==> config.mk <==
export PLATFORM = sky130hd
export DESIGN_NAME = dsp_mac_pipe_flat
export DESIGN_NICKNAME = d
export VERILOG_FILES = /design/src/rtl/dsp_mac_pkg.sv /design/src/rtl/dsp_mac_pipe_if.sv /design/src/rtl/dsp_sat_addsub.sv /design/src/rtl/dsp_mac_pipe.sv /design/src/flat_wrapper.sv
export SDC_FILE = /design/constraint.sdc
export NUM_CORES = 2
export LEC_CHECK = 0
export BUFFER_PORTS_ARGS = -buffer_cell sky130_fd_sc_hd__buf_2
export CAP_MARGIN = 20
export CORE_MARGIN = 3
export CORE_UTILIZATION = 49
export DETAILED_ROUTE_END_ITERATION = 7
export HOLD_SLACK_MARGIN = 0.06
export PLACE_DENSITY = 0.66
export SLEW_MARGIN = 30
export SYNTH_ARGS = -nofsm -noshare
export SYNTH_HDL_FRONTEND = slang
export SYNTH_SLANG_ARGS = --single-unit
==> constraint.sdc <==
create_clock -name clk -period 8.9 [get_ports clk]
set_input_delay 0.89 -clock clk [delete_from_list [all_inputs] [get_ports clk]]
set_output_delay 0.89 -clock clk [all_outputs]
set_load 0.005 [all_outputs]
==> src/rtl/dsp_mac_pkg.sv <==
// dsp_mac_pkg
//   Shared constants and helpers for the dsp_mac_pipe MAC slice:
//   opmode bit positions, the Z-mux select encoding and the width
//   helpers used to size the pre-adder and the product.
package dsp_mac_pkg;

  localparam int OPMODE_W      = 5;
  localparam int OP_USE_PREADD = 0;
  localparam int OP_PRE_SUB    = 1;
  localparam int OP_ZSEL_LO    = 2;
  localparam int OP_ZSEL_HI    = 3;
  localparam int OP_POST_SUB   = 4;

  typedef enum logic [1:0] {
    Z_ZERO = 2'd0,
    Z_P    = 2'd1,
    Z_C    = 2'd2,
    Z_RSVD = 2'd3
  } z_sel_e;

  function automatic int max_int(input int x, input int y);
    return (x > y) ? x : y;
  endfunction

  // Product width: a times the (one-bit-grown) pre-adder result.
  function automatic int mult_w(input int a_w, input int b_w, input int d_w);
    return a_w + max_int(b_w, d_w) + 1;
  endfunction

endpackage

==> src/rtl/dsp_mac_pipe_if.sv <==
// dsp_mac_pipe_if
//   Sample/result bundle of the MAC slice.
//   master (sample source): drives in_valid, a, b, d, c, opmode, acc_clear;
//                           receives out_valid, m, p, overflow, ovf_sticky,
//                           pattern_det.
//   slave  (dsp_mac_pipe):  the mirror image.
interface dsp_mac_pipe_if #(
  parameter int A_W = 18,
  parameter int B_W = 18,
  parameter int D_W = 18,
  parameter int C_W = 48,
  parameter int P_W = 48
);
  import dsp_mac_pkg::*;

  localparam int M_W = mult_w(A_W, B_W, D_W);

  logic                    in_valid;
  logic signed [A_W-1:0]   a;
  logic signed [B_W-1:0]   b;
  logic signed [D_W-1:0]   d;
  logic signed [C_W-1:0]   c;
  logic [OPMODE_W-1:0]     opmode;
  logic                    acc_clear;

  logic                    out_valid;
  logic signed [M_W-1:0]   m;
  logic signed [P_W-1:0]   p;
  logic                    overflow;
  logic                    ovf_sticky;
  logic                    pattern_det;

  modport master (
    output in_valid, a, b, d, c, opmode, acc_clear,
    input  out_valid, m, p, overflow, ovf_sticky, pattern_det
  );

  modport slave (
    input  in_valid, a, b, d, c, opmode, acc_clear,
    output out_valid, m, p, overflow, ovf_sticky, pattern_det
  );

endinterface

==> src/rtl/dsp_sat_addsub.sv <==
// dsp_sat_addsub
//   Combinational signed add/subtract with overflow detect and optional clamp.
//   x, y : W-bit signed operands
//   sub  : 0 -> x + y, 1 -> x - y
//   sum  : W-bit result (clamped when SATURATE=1, wrapped otherwise)
//   ovf  : true result does not fit in W bits
module dsp_sat_addsub #(
  parameter int W        = 48,
  parameter bit SATURATE = 1'b1
) (
  input  logic signed [W-1:0] x,
  input  logic signed [W-1:0] y,
  input  logic                sub,
  output logic signed [W-1:0] sum,
  output logic                ovf
);

  logic [W:0] wide_s;

  // One guard bit: overflow is the guard bit disagreeing with the sign bit
  always_comb begin
    if (sub) begin
      wide_s = {x[W-1], x} - {y[W-1], y};
    end else begin
      wide_s = {x[W-1], x} + {y[W-1], y};
    end
    ovf = wide_s[W] ^ wide_s[W-1];
    if (SATURATE && ovf) begin
      // Guard bit carries the true sign of the result
      sum = wide_s[W] ? {1'b1, {(W-1){1'b0}}} : {1'b0, {(W-1){1'b1}}};
    end else begin
      sum = wide_s[W-1:0];
    end
  end

endmodule

==> src/rtl/dsp_mac_pipe.sv <==
// dsp_mac_pipe
//   Three-stage signed MAC slice: S1 input registers, S2 pre-adder and
//   multiplier, S3 post-adder/accumulator with saturation and pattern detect.
//   clk   : rising-edge clock
//   rst_n : asynchronous active-low reset
//   ce    : global clock enable, low freezes every stage
//   bus   : sample inputs and registered results (dsp_mac_pipe_if.slave)
module dsp_mac_pipe
  import dsp_mac_pkg::*;
#(
  parameter int             A_W      = 18,
  parameter int             B_W      = 18,
  parameter int             D_W      = 18,
  parameter int             C_W      = 48,
  parameter int             P_W      = 48,
  parameter bit             SATURATE = 1'b1,
  parameter logic [P_W-1:0] PATTERN  = '0
) (
  input  logic          clk,
  input  logic          rst_n,
  input  logic          ce,
  dsp_mac_pipe_if.slave bus
);

  localparam int M_W   = mult_w(A_W, B_W, D_W);
  localparam int PRE_W = max_int(B_W, D_W) + 1;

  // S1 registers
  logic                  vld1_q, vld1_d;
  logic signed [A_W-1:0] a1_q, a1_d;
  logic signed [B_W-1:0] b1_q, b1_d;
  logic signed [D_W-1:0] d1_q, d1_d;
  logic signed [C_W-1:0] c1_q, c1_d;
  logic [OPMODE_W-1:0]   op1_q, op1_d;
  logic                  clr1_q, clr1_d;

  // S2 registers: product plus the sideband S3 still needs
  logic                  vld2_q, vld2_d;
  logic signed [M_W-1:0] prod2_q, prod2_d;
  logic signed [C_W-1:0] c2_q, c2_d;
  z_sel_e                zsel2_q, zsel2_d;
  logic                  post_sub2_q, post_sub2_d;
  logic                  clr2_q, clr2_d;

  // S3 registers: the visible results
  logic                  vld3_q, vld3_d;
  logic signed [M_W-1:0] m3_q, m3_d;
  logic signed [P_W-1:0] p3_q, p3_d;
  logic                  ovf3_q, ovf3_d;
  logic                  sticky3_q, sticky3_d;
  logic                  pat3_q, pat3_d;

  // Combinational datapath
  logic signed [PRE_W-1:0] pre_b_s, pre_d_s, mop_s;
  logic signed [M_W-1:0]   a_ext_s, mop_ext_s;
  logic signed [P_W-1:0]   z_s, m_ext_s, sum_s;
  logic                    ovf_s;

  // S1 next state: capture raw sample and controls
  always_comb begin
    vld1_d = bus.in_valid;
    a1_d   = bus.a;
    b1_d   = bus.b;
    d1_d   = bus.d;
    c1_d   = bus.c;
    op1_d  = bus.opmode;
    clr1_d = bus.acc_clear;
  end

  // S2 next state: pre-adder (one bit of growth, cannot overflow) and multiply
  always_comb begin
    pre_b_s = PRE_W'(b1_q);
    pre_d_s = PRE_W'(d1_q);
    if (op1_q[OP_USE_PREADD]) begin
      if (op1_q[OP_PRE_SUB]) begin
        mop_s = pre_d_s - pre_b_s;
      end else begin
        mop_s = pre_d_s + pre_b_s;
      end
    end else begin
      mop_s = pre_b_s;
    end
    // Both factors widened to M_W: the low M_W bits hold the exact product
    a_ext_s     = M_W'(a1_q);
    mop_ext_s   = M_W'(mop_s);
    prod2_d     = a_ext_s * mop_ext_s;
    vld2_d      = vld1_q;
    c2_d        = c1_q;
    zsel2_d     = z_sel_e'(op1_q[OP_ZSEL_HI:OP_ZSEL_LO]);
    post_sub2_d = op1_q[OP_POST_SUB];
    clr2_d      = clr1_q;
  end

  // S3 Z mux: acc_clear wins over z_sel; feedback uses the live p register
  always_comb begin
    m_ext_s = P_W'(prod2_q);
    if (clr2_q) begin
      z_s = {P_W{1'b0}};
    end else begin
      case (zsel2_q)
        Z_ZERO:  z_s = {P_W{1'b0}};
        Z_P:     z_s = p3_q;
        Z_C:     z_s = P_W'(c2_q);
        default: z_s = {P_W{1'b0}};
      endcase
    end
  end

  dsp_sat_addsub #(
    .W        (P_W),
    .SATURATE (SATURATE)
  ) u_post_add (
    .x   (z_s),
    .y   (m_ext_s),
    .sub (post_sub2_q),
    .sum (sum_s),
    .ovf (ovf_s)
  );

  // S3 next state: results load only for valid samples, bubbles hold them
  always_comb begin
    vld3_d = vld2_q;
    if (vld2_q) begin
      m3_d      = prod2_q;
      p3_d      = sum_s;
      ovf3_d    = ovf_s;
      sticky3_d = (clr2_q ? 1'b0 : sticky3_q) | ovf_s;
      pat3_d    = (sum_s == PATTERN);
    end else begin
      m3_d      = m3_q;
      p3_d      = p3_q;
      ovf3_d    = ovf3_q;
      sticky3_d = sticky3_q;
      pat3_d    = pat3_q;
    end
  end

  // Pipeline registers; ce low freezes every stage including valids
  always_ff @(posedge clk or negedge rst_n) begin
    if (!rst_n) begin
      vld1_q      <= 1'b0;
      a1_q        <= '0;
      b1_q        <= '0;
      d1_q        <= '0;
      c1_q        <= '0;
      op1_q       <= '0;
      clr1_q      <= 1'b0;
      vld2_q      <= 1'b0;
      prod2_q     <= '0;
      c2_q        <= '0;
      zsel2_q     <= Z_ZERO;
      post_sub2_q <= 1'b0;
      clr2_q      <= 1'b0;
      vld3_q      <= 1'b0;
      m3_q        <= '0;
      p3_q        <= '0;
      ovf3_q      <= 1'b0;
      sticky3_q   <= 1'b0;
      pat3_q      <= (PATTERN == {P_W{1'b0}});
    end else if (ce) begin
      vld1_q      <= vld1_d;
      a1_q        <= a1_d;
      b1_q        <= b1_d;
      d1_q        <= d1_d;
      c1_q        <= c1_d;
      op1_q       <= op1_d;
      clr1_q      <= clr1_d;
      vld2_q      <= vld2_d;
      prod2_q     <= prod2_d;
      c2_q        <= c2_d;
      zsel2_q     <= zsel2_d;
      post_sub2_q <= post_sub2_d;
      clr2_q      <= clr2_d;
      vld3_q      <= vld3_d;
      m3_q        <= m3_d;
      p3_q        <= p3_d;
      ovf3_q      <= ovf3_d;
      sticky3_q   <= sticky3_d;
      pat3_q      <= pat3_d;
    end
  end

  assign bus.out_valid   = vld3_q;
  assign bus.m           = m3_q;
  assign bus.p           = p3_q;
  assign bus.overflow    = ovf3_q;
  assign bus.ovf_sticky  = sticky3_q;
  assign bus.pattern_det = pat3_q;

endmodule

==> src/flat_wrapper.sv <==
// flat-port wrapper written by rule: the top's interface ports become plain ports
module dsp_mac_pipe_flat import dsp_mac_pkg::*;
#(
  parameter int             A_W      = 18,
  parameter int             B_W      = 18,
  parameter int             D_W      = 18,
  parameter int             C_W      = 48,
  parameter int             P_W      = 48,
  parameter bit             SATURATE = 1'b1,
  parameter logic [P_W-1:0] PATTERN  = '0
)
  (clk, rst_n, ce, bus_in_valid, bus_a, bus_b, bus_d, bus_c, bus_opmode, bus_acc_clear, bus_out_valid, bus_m, bus_p, bus_overflow, bus_ovf_sticky, bus_pattern_det);
  dsp_mac_pipe_if #(.A_W(A_W), .B_W(B_W), .D_W(D_W), .C_W(C_W), .P_W(P_W)) bus_i ();
  input  logic clk;
  input  logic rst_n;
  input  logic ce;
  input wire logic [$bits(bus_i.in_valid)-1:0] bus_in_valid;
  input wire logic [$bits(bus_i.a)-1:0] bus_a;
  input wire logic [$bits(bus_i.b)-1:0] bus_b;
  input wire logic [$bits(bus_i.d)-1:0] bus_d;
  input wire logic [$bits(bus_i.c)-1:0] bus_c;
  input wire logic [$bits(bus_i.opmode)-1:0] bus_opmode;
  input wire logic [$bits(bus_i.acc_clear)-1:0] bus_acc_clear;
  output wire logic [$bits(bus_i.out_valid)-1:0] bus_out_valid;
  output wire logic [$bits(bus_i.m)-1:0] bus_m;
  output wire logic [$bits(bus_i.p)-1:0] bus_p;
  output wire logic [$bits(bus_i.overflow)-1:0] bus_overflow;
  output wire logic [$bits(bus_i.ovf_sticky)-1:0] bus_ovf_sticky;
  output wire logic [$bits(bus_i.pattern_det)-1:0] bus_pattern_det;
  assign bus_i.in_valid = bus_in_valid;
  assign bus_i.a = bus_a;
  assign bus_i.b = bus_b;
  assign bus_i.d = bus_d;
  assign bus_i.c = bus_c;
  assign bus_i.opmode = bus_opmode;
  assign bus_i.acc_clear = bus_acc_clear;
  assign bus_out_valid = bus_i.out_valid;
  assign bus_m = bus_i.m;
  assign bus_p = bus_i.p;
  assign bus_overflow = bus_i.overflow;
  assign bus_ovf_sticky = bus_i.ovf_sticky;
  assign bus_pattern_det = bus_i.pattern_det;
  dsp_mac_pipe #(.A_W(A_W), .B_W(B_W), .D_W(D_W), .C_W(C_W), .P_W(P_W), .SATURATE(SATURATE), .PATTERN(PATTERN)) u_core (.clk(clk), .rst_n(rst_n), .ce(ce), .bus(bus_i));
endmodule
== Yosys cells after proc, flatten, opt, wreduce, memory -nomap -nowiden ==
Cells that the tools add are included.

* Bits in registers: 288
* Logic and storage cells: 38
* Output and inout bits: 89
* Bits of input ports: 112

* Bitwise operators: 2
* $add $sub $neg: 4
* Reductions and logical operators: 2
* Multipliers: 1
* Equal/unequal tests: 2
* Multiplexer cells: 8

{| class="wikitable"
|+ Operator list
! cell !! number
|-
| 48-bit 2-to-1 mux || 3
|-
| 48-bit case mux with 2 select lines || 1
|-
| 48-bit by 37-bit adder with 49-bit output || 1
|-
| 49-bit 2-to-1 mux || 1
|-
| 48-bit by 37-bit subtractor with 49-bit output || 1
|-
| 48-bit zero test || 1
|-
| 19-bit 2-to-1 mux || 2
|-
| 18-bit by 19-bit multiplier with 37-bit output || 1
|-
| 18-bit by 18-bit adder with 19-bit output || 1
|-
| 18-bit by 18-bit subtractor with 19-bit output || 1
|-
| 2-bit by 1-bit == test with 1-bit output, second input constant || 1
|-
| 2-bit == test, second input constant || 1
|-
| 2-bit AND reduction || 1
|-
| 1-bit 2-to-1 mux || 1
|-
| 1-bit bitwise OR || 1
|-
| 1-bit bitwise XOR || 1
|}

== Logic depth before layout (Yosys ltp) ==
* Depth after elaboration: 8
* Gate-level depth with buffers: 42
* Depth with buffers taken out: 42

== Modules after synthesis ==
Synthesis repeated with hierarchy kept, for this count alone.

* Cell total of the unflattened synthesis: 3255
* Area total of the unflattened synthesis: 30506.8 um^2

{| class="wikitable"
|+ By module, submodules not included
! module !! area each (um^2) !! times used !! seq. area each (um^2) !! cells an instance
|-
| dsp_mac_pipe || 26247.7 || 1 || 7208.2 || 2593
|-
| dsp_sat_addsub || 4259.1 || 1 || 0.0 || 662
|}

== Worst setup path before layout ==
No wires, ideal clock.

* Path kind: register to register
* From: reg u_core.op1_q[1]
* To: reg u_core.prod2_q[27]
* Setup time: 0.125 ns
* Arrival time: 9.125 ns
* Clock period less this slack: 9.250 ns
* Path buffers: 3
* Slack: -0.350 ns
* Stages on the path, launching flop included: 37
* Required time: 8.775 ns
* Path through: dfrtp_1 -> clkbuf_1 -> clkbuf_1 -> nor2_1 -> xnor2_1 -> ha_1 -> o21ai_0 -> a21boi_0 -> o21ai_0 -> a211oi_1 -> a311oi_1 -> or2_2 -> o2111ai_1 -> a21oi_1 -> xor2_1 -> mux2i_1 -> clkbuf_1 -> nand2_1 -> fa_1 -> fa_1 -> inv_1 -> fa_1 -> inv_1 -> fa_1 -> fa_1 -> fa_1 -> inv_1 -> ha_1 -> or3_1 -> o311a_1 -> o21ai_0 -> nand2b_1 -> a221o_1 -> or4_1 -> a31oi_1 -> xnor2_1 -> mux2_2

* Longest elaborated chain between the ends: 3

{| class="wikitable"
|+ Ends and longest elaborated chain
! what !! line !! RTL
|-
| start: declaration || dsp_mac_pipe.sv:34 || <nowiki>logic [OPMODE_W-1:0] op1_q, op1_d;</nowiki>
|-
| start signal: assignment || dsp_mac_pipe.sv:166 || <nowiki>op1_q <= op1_d;</nowiki>
|-
| 19-bit 2-to-1 mux || dsp_mac_pipe.sv:75 || <nowiki>if (op1_q[OP_PRE_SUB]) begin</nowiki>
|-
| 19-bit 2-to-1 mux || dsp_mac_pipe.sv:74 || <nowiki>if (op1_q[OP_USE_PREADD]) begin</nowiki>
|-
| 18-bit by 19-bit multiplier with 37-bit output || dsp_mac_pipe.sv:86 || <nowiki>prod2_d = a_ext_s * mop_ext_s;</nowiki>
|-
| end signal: assignment || dsp_mac_pipe.sv:169 || <nowiki>prod2_q <= prod2_d;</nowiki>
|-
| end: declaration || dsp_mac_pipe.sv:39 || <nowiki>logic signed [M_W-1:0] prod2_q, prod2_d;</nowiki>
|}

No other way between the ends.
A chain may end at the register's enable or synchronous reset.

== Final worst setup path ==
* From: reg u_core.b1_q[0]
* To: reg u_core.prod2_q[27]

* Longest elaborated chain between the ends: 4
* Elaborated cells between the ends (all ways): 5
* Classes of those cells: 2 x add/sub; 1 x mul; 2 x mux

{| class="wikitable"
|+ Ends and longest elaborated chain
! what !! line !! RTL
|-
| start: declaration || dsp_mac_pipe.sv:31 || <nowiki>logic signed [B_W-1:0] b1_q, b1_d;</nowiki>
|-
| start signal: assignment || dsp_mac_pipe.sv:143 || <nowiki>b1_q <= '0;</nowiki>
|-
| start signal: assignment || dsp_mac_pipe.sv:163 || <nowiki>b1_q <= b1_d;</nowiki>
|-
| 18-bit by 18-bit adder with 19-bit output / 18-bit by 18-bit subtractor with 19-bit output (equally long branches) || dsp_mac_pipe.sv:78, dsp_mac_pipe.sv:76 ||
|-
| 19-bit 2-to-1 mux || dsp_mac_pipe.sv:75 ||
|-
| 19-bit 2-to-1 mux (*) || dsp_mac_pipe.sv:74 ||
|-
| 18-bit by 19-bit multiplier with 37-bit output (*) || dsp_mac_pipe.sv:86 ||
|}

Mark *: on every way between the ends. The rest lies on a longest branch, timed or not.

==> results.yml <==
route:
  vias: 22800
  drc: 0
  first_iter_violations: 1273
  dr.pass1.iters: 5
  vias_per_cell: 5.49
  wl_mm: 80.4
  antenna_left: 0
  wl_per_cell_um: 19.4
sta:
  clock_skew_ps: 17.0
  worstMarginPinSlew_ps: 1010
  rsz0062_at_grt: "true"
  fin_ws_ps: -96.6
  finalSetupViolations: 2
  layout_min_cycle_time_ps: 9000
  hold_viol_final: 0
  setup_tns_ps: -98.6
  final-max-slew-violation-count: 0
  finalCritPeriodShare_pct: 101
  hold-worst-slack_ps: 203
  relSlewSlack_pct: 32.4
  fmaxAchievable_mhz: 111
critical_path:
  timing.critical_path.from_type: "flip-flop"
  crit_arrival_ps: 9450
  worst-path-buf-inv: 8
  cp_max_fo: 11
  reg2reg_from: "u_core.b1_q[0]$_DFFE_PN0P_"
  crit_path_top_delay_cell: "fa_1"
  r2r_cells: 36
  rrSetupSlack_ps: -100
  crit_cells: 36
  cp_common_cell: "fa_1"
  crit_required_ps: 9350
  path_class: "reg2reg"
  critPathCapture: "u_core.prod2_q[27]$_DFFE_PN0P_"
  max_stage_delay_ps: 560
  crit_start: "u_core.b1_q[0]$_DFFE_PN0P_"
  worstSetupEndpointType: "flip-flop"
  reg2reg_to: "u_core.prod2_q[27]$_DFFE_PN0P_"
  crit_family: "adder cells"
logic_synthesis:
  synth_top_area_share_pct: 24.5
  ys_types: 76
  synth-seq-area-share_pct: 24.6
  yosysWarnings: 0
  synth_fa_ha_area_share_pct: 30.6
  synth_top_family_by_area: "adder cells"
  synth_compound_area_share_pct: 10.8
  syn_area_um2: 29300
  avgSynthCellArea_um2: 9.48
  synth_area_leader_cell: "dfrtp_1"
  synth_xor_area_share_pct: 4.57
  syn_inst: 3089
  synth-seq-cells: 288
  synth_ff_type: "dfrtp_1"
  synth_area_leaders: "dfrtp_1, fa_1, mux2_2"
  synth_fp_nets: 3708
  synthMuxAreaShare_pct: 8.47
  synthArstFlopShare_pct: 100
  yosys.area_share.simple_pct: 13.2
  synth_edf_count: 0
place:
  portBuffers: 200
  dp.final_hpwl_mm: 62.5
  routabilityCongestion: 0.947
floorplanning:
  fp.dieH_um: 250
  die_x_um: 250
  core_um2: 58400
  io_pins: 201
  std_cell_rows: 88
  start_util_pct: 50.2
  die_area_um2: 62700
clock_network:
  htreeDepth: 2
  cts_max_path_buffers: 3
  cts_inserted_buffers: 37
  clkLatencyLatePin_ps: 560
  root_buffer: "clkbuf_16"
  cts_sinks: 288
  cts_tree: "yes"
  path_clk_slew_ps: 60
  hold_buffers: 0
grt:
  grt_use_total_pct: 25.4
  gr-total-overflow: 0
  grt_max_degree: 167
  grt_pass1_vias: 24200
  grt_pass1_wl_mm: 128
  antenna_found_initial: 0
finish:
  final_nets: 3977
  antennaDiodeCount: 0
  area_growth_pct: 16.7
  layout_common_cells: "inv_1, fa_1, nand2_1"
  drive_gt1_share_pct: 24.0
  fillers: 5059
  layout_commonest_cell: "inv_1"
run_status:
  outcome: "finished with violations"
  violations: "setup timing"
job:
  cap_violations: 0
hold_path:
  min_path_type: "in2async"
[metrics by stage]
stage / area, um^2 / setup slack [ps] / std cells / util, %
finish: 34200 / -96.6 / 4150 / 58.6
global route: 34200 / -429 / 4150 / 58.6
CTS: 33200 / -41.5 / 4118 / 56.9
detailed placement: 31800 / -311 / 4049 / 54.6
global placement: 31800 / -241 / 4049 / 54.6
floorplan: 29300 / 2.93 / 3089 / -
[sequential cells by signal, summed over array words and instances, names as in the netlist]
signal and count:
u_core.a1_q 18, u_core.b1_q 18, u_core.bus.m 37, u_core.bus.out_valid 1, u_core.bus.overflow 1, u_core.bus.ovf_sticky 1
u_core.bus.p 48, u_core.bus.pattern_det 1, u_core.c1_q 48, u_core.c2_q 48, u_core.clr1_q 1, u_core.clr2_q 1
u_core.d1_q 18, u_core.op1_q 5, u_core.post_sub2_q 1, u_core.prod2_q 37, u_core.vld1_q 1, u_core.vld2_q 1
u_core.zsel2_q 2
[how the worst min path moves through the flow]
stage,slack [ps],cells past startpoint,end,startpoint
floorplan,450,2,u_core.zsel2_q[0]$_DFFE_PN0P_,u_core.op1_q[2]$_DFFE_PN0P_
global placement,460,1,u_core.bus.overflow$_DFFE_PN0P_,u_core.bus.overflow$_DFFE_PN0P_
detailed placement,460,1,u_core.bus.overflow$_DFFE_PN0P_,u_core.bus.overflow$_DFFE_PN0P_
CTS,430,1,u_core.bus.ovf_sticky$_DFFE_PN0P_,rst_n
global route,220,1,u_core.c1_q[42]$_DFFE_PN0P_,rst_n
finish,200,1,u_core.c1_q[42]$_DFFE_PN0P_,rst_n
[logic make-up after synthesis]
family	after synthesis
and+or+nand+nor	810
buffers and inverters	601
adders and majority gates	512
AOI/OAI and AO/OA	505
DFF	288
muxes	221
xor gates and xnor gates	152
[synthesized netlist by cell type, types with 6 or more instances]
library cell and instances:
nand4_1 20, o21bai_1 21, o21a_1 18, nand3_1 27
o211ai_1 7, fa_1 341, mux2_2 215, o31ai_1 11
a21o_1 51, nand2_1 308, xnor2_1 122, clkbuf_1 139
inv_1 445, or3_1 10, o21ai_0 129, ha_1 166
nor2_1 169, mux2i_1 6, buf_1 9, and2_1 162
nor4_1 8, dfrtp_1 287, a21oi_1 132, nor2b_1 8
a211oi_1 26, nand2b_1 10, a31oi_1 18, nor3_1 41
or2_2 12, xor2_1 29, a22oi_1 48, and3_1 9
[final cells by class]
class                           count  area [um^2]  area share [%]
Timing Repair Buffer              384         2600            7.60
Tap cell                          765          957            2.80
Multi-Input combinational cell   2200        20400            59.8
Clock inverter                     21          284           0.831
Clock buffer                       45         1010            2.95
Sequential cell                   288         7210            21.1
Inverter                          447         1680            4.92
[routing by layer]
metal	vias to the layer above	track usage, %	part of all wire, %
met5	-	0	0
met4	0	8.42	3.4
met3	154	2.87	4.6
met2	610	45.6	51
met1	11500	31.9	41
li1	10600	-	-
[timing repair]
item,4_1_cts,5_1_grt
endpoints found under the setup margin,10,15
cloned,0,2
gates resized for setup,20,148
buffers inserted,3,28
hold endpoints to repair,0,0
pin swaps,8,110
Power is left out: the tool's default activity adds up to more than one toggle a clock period on the data nets, which glitch-free logic cannot reach.
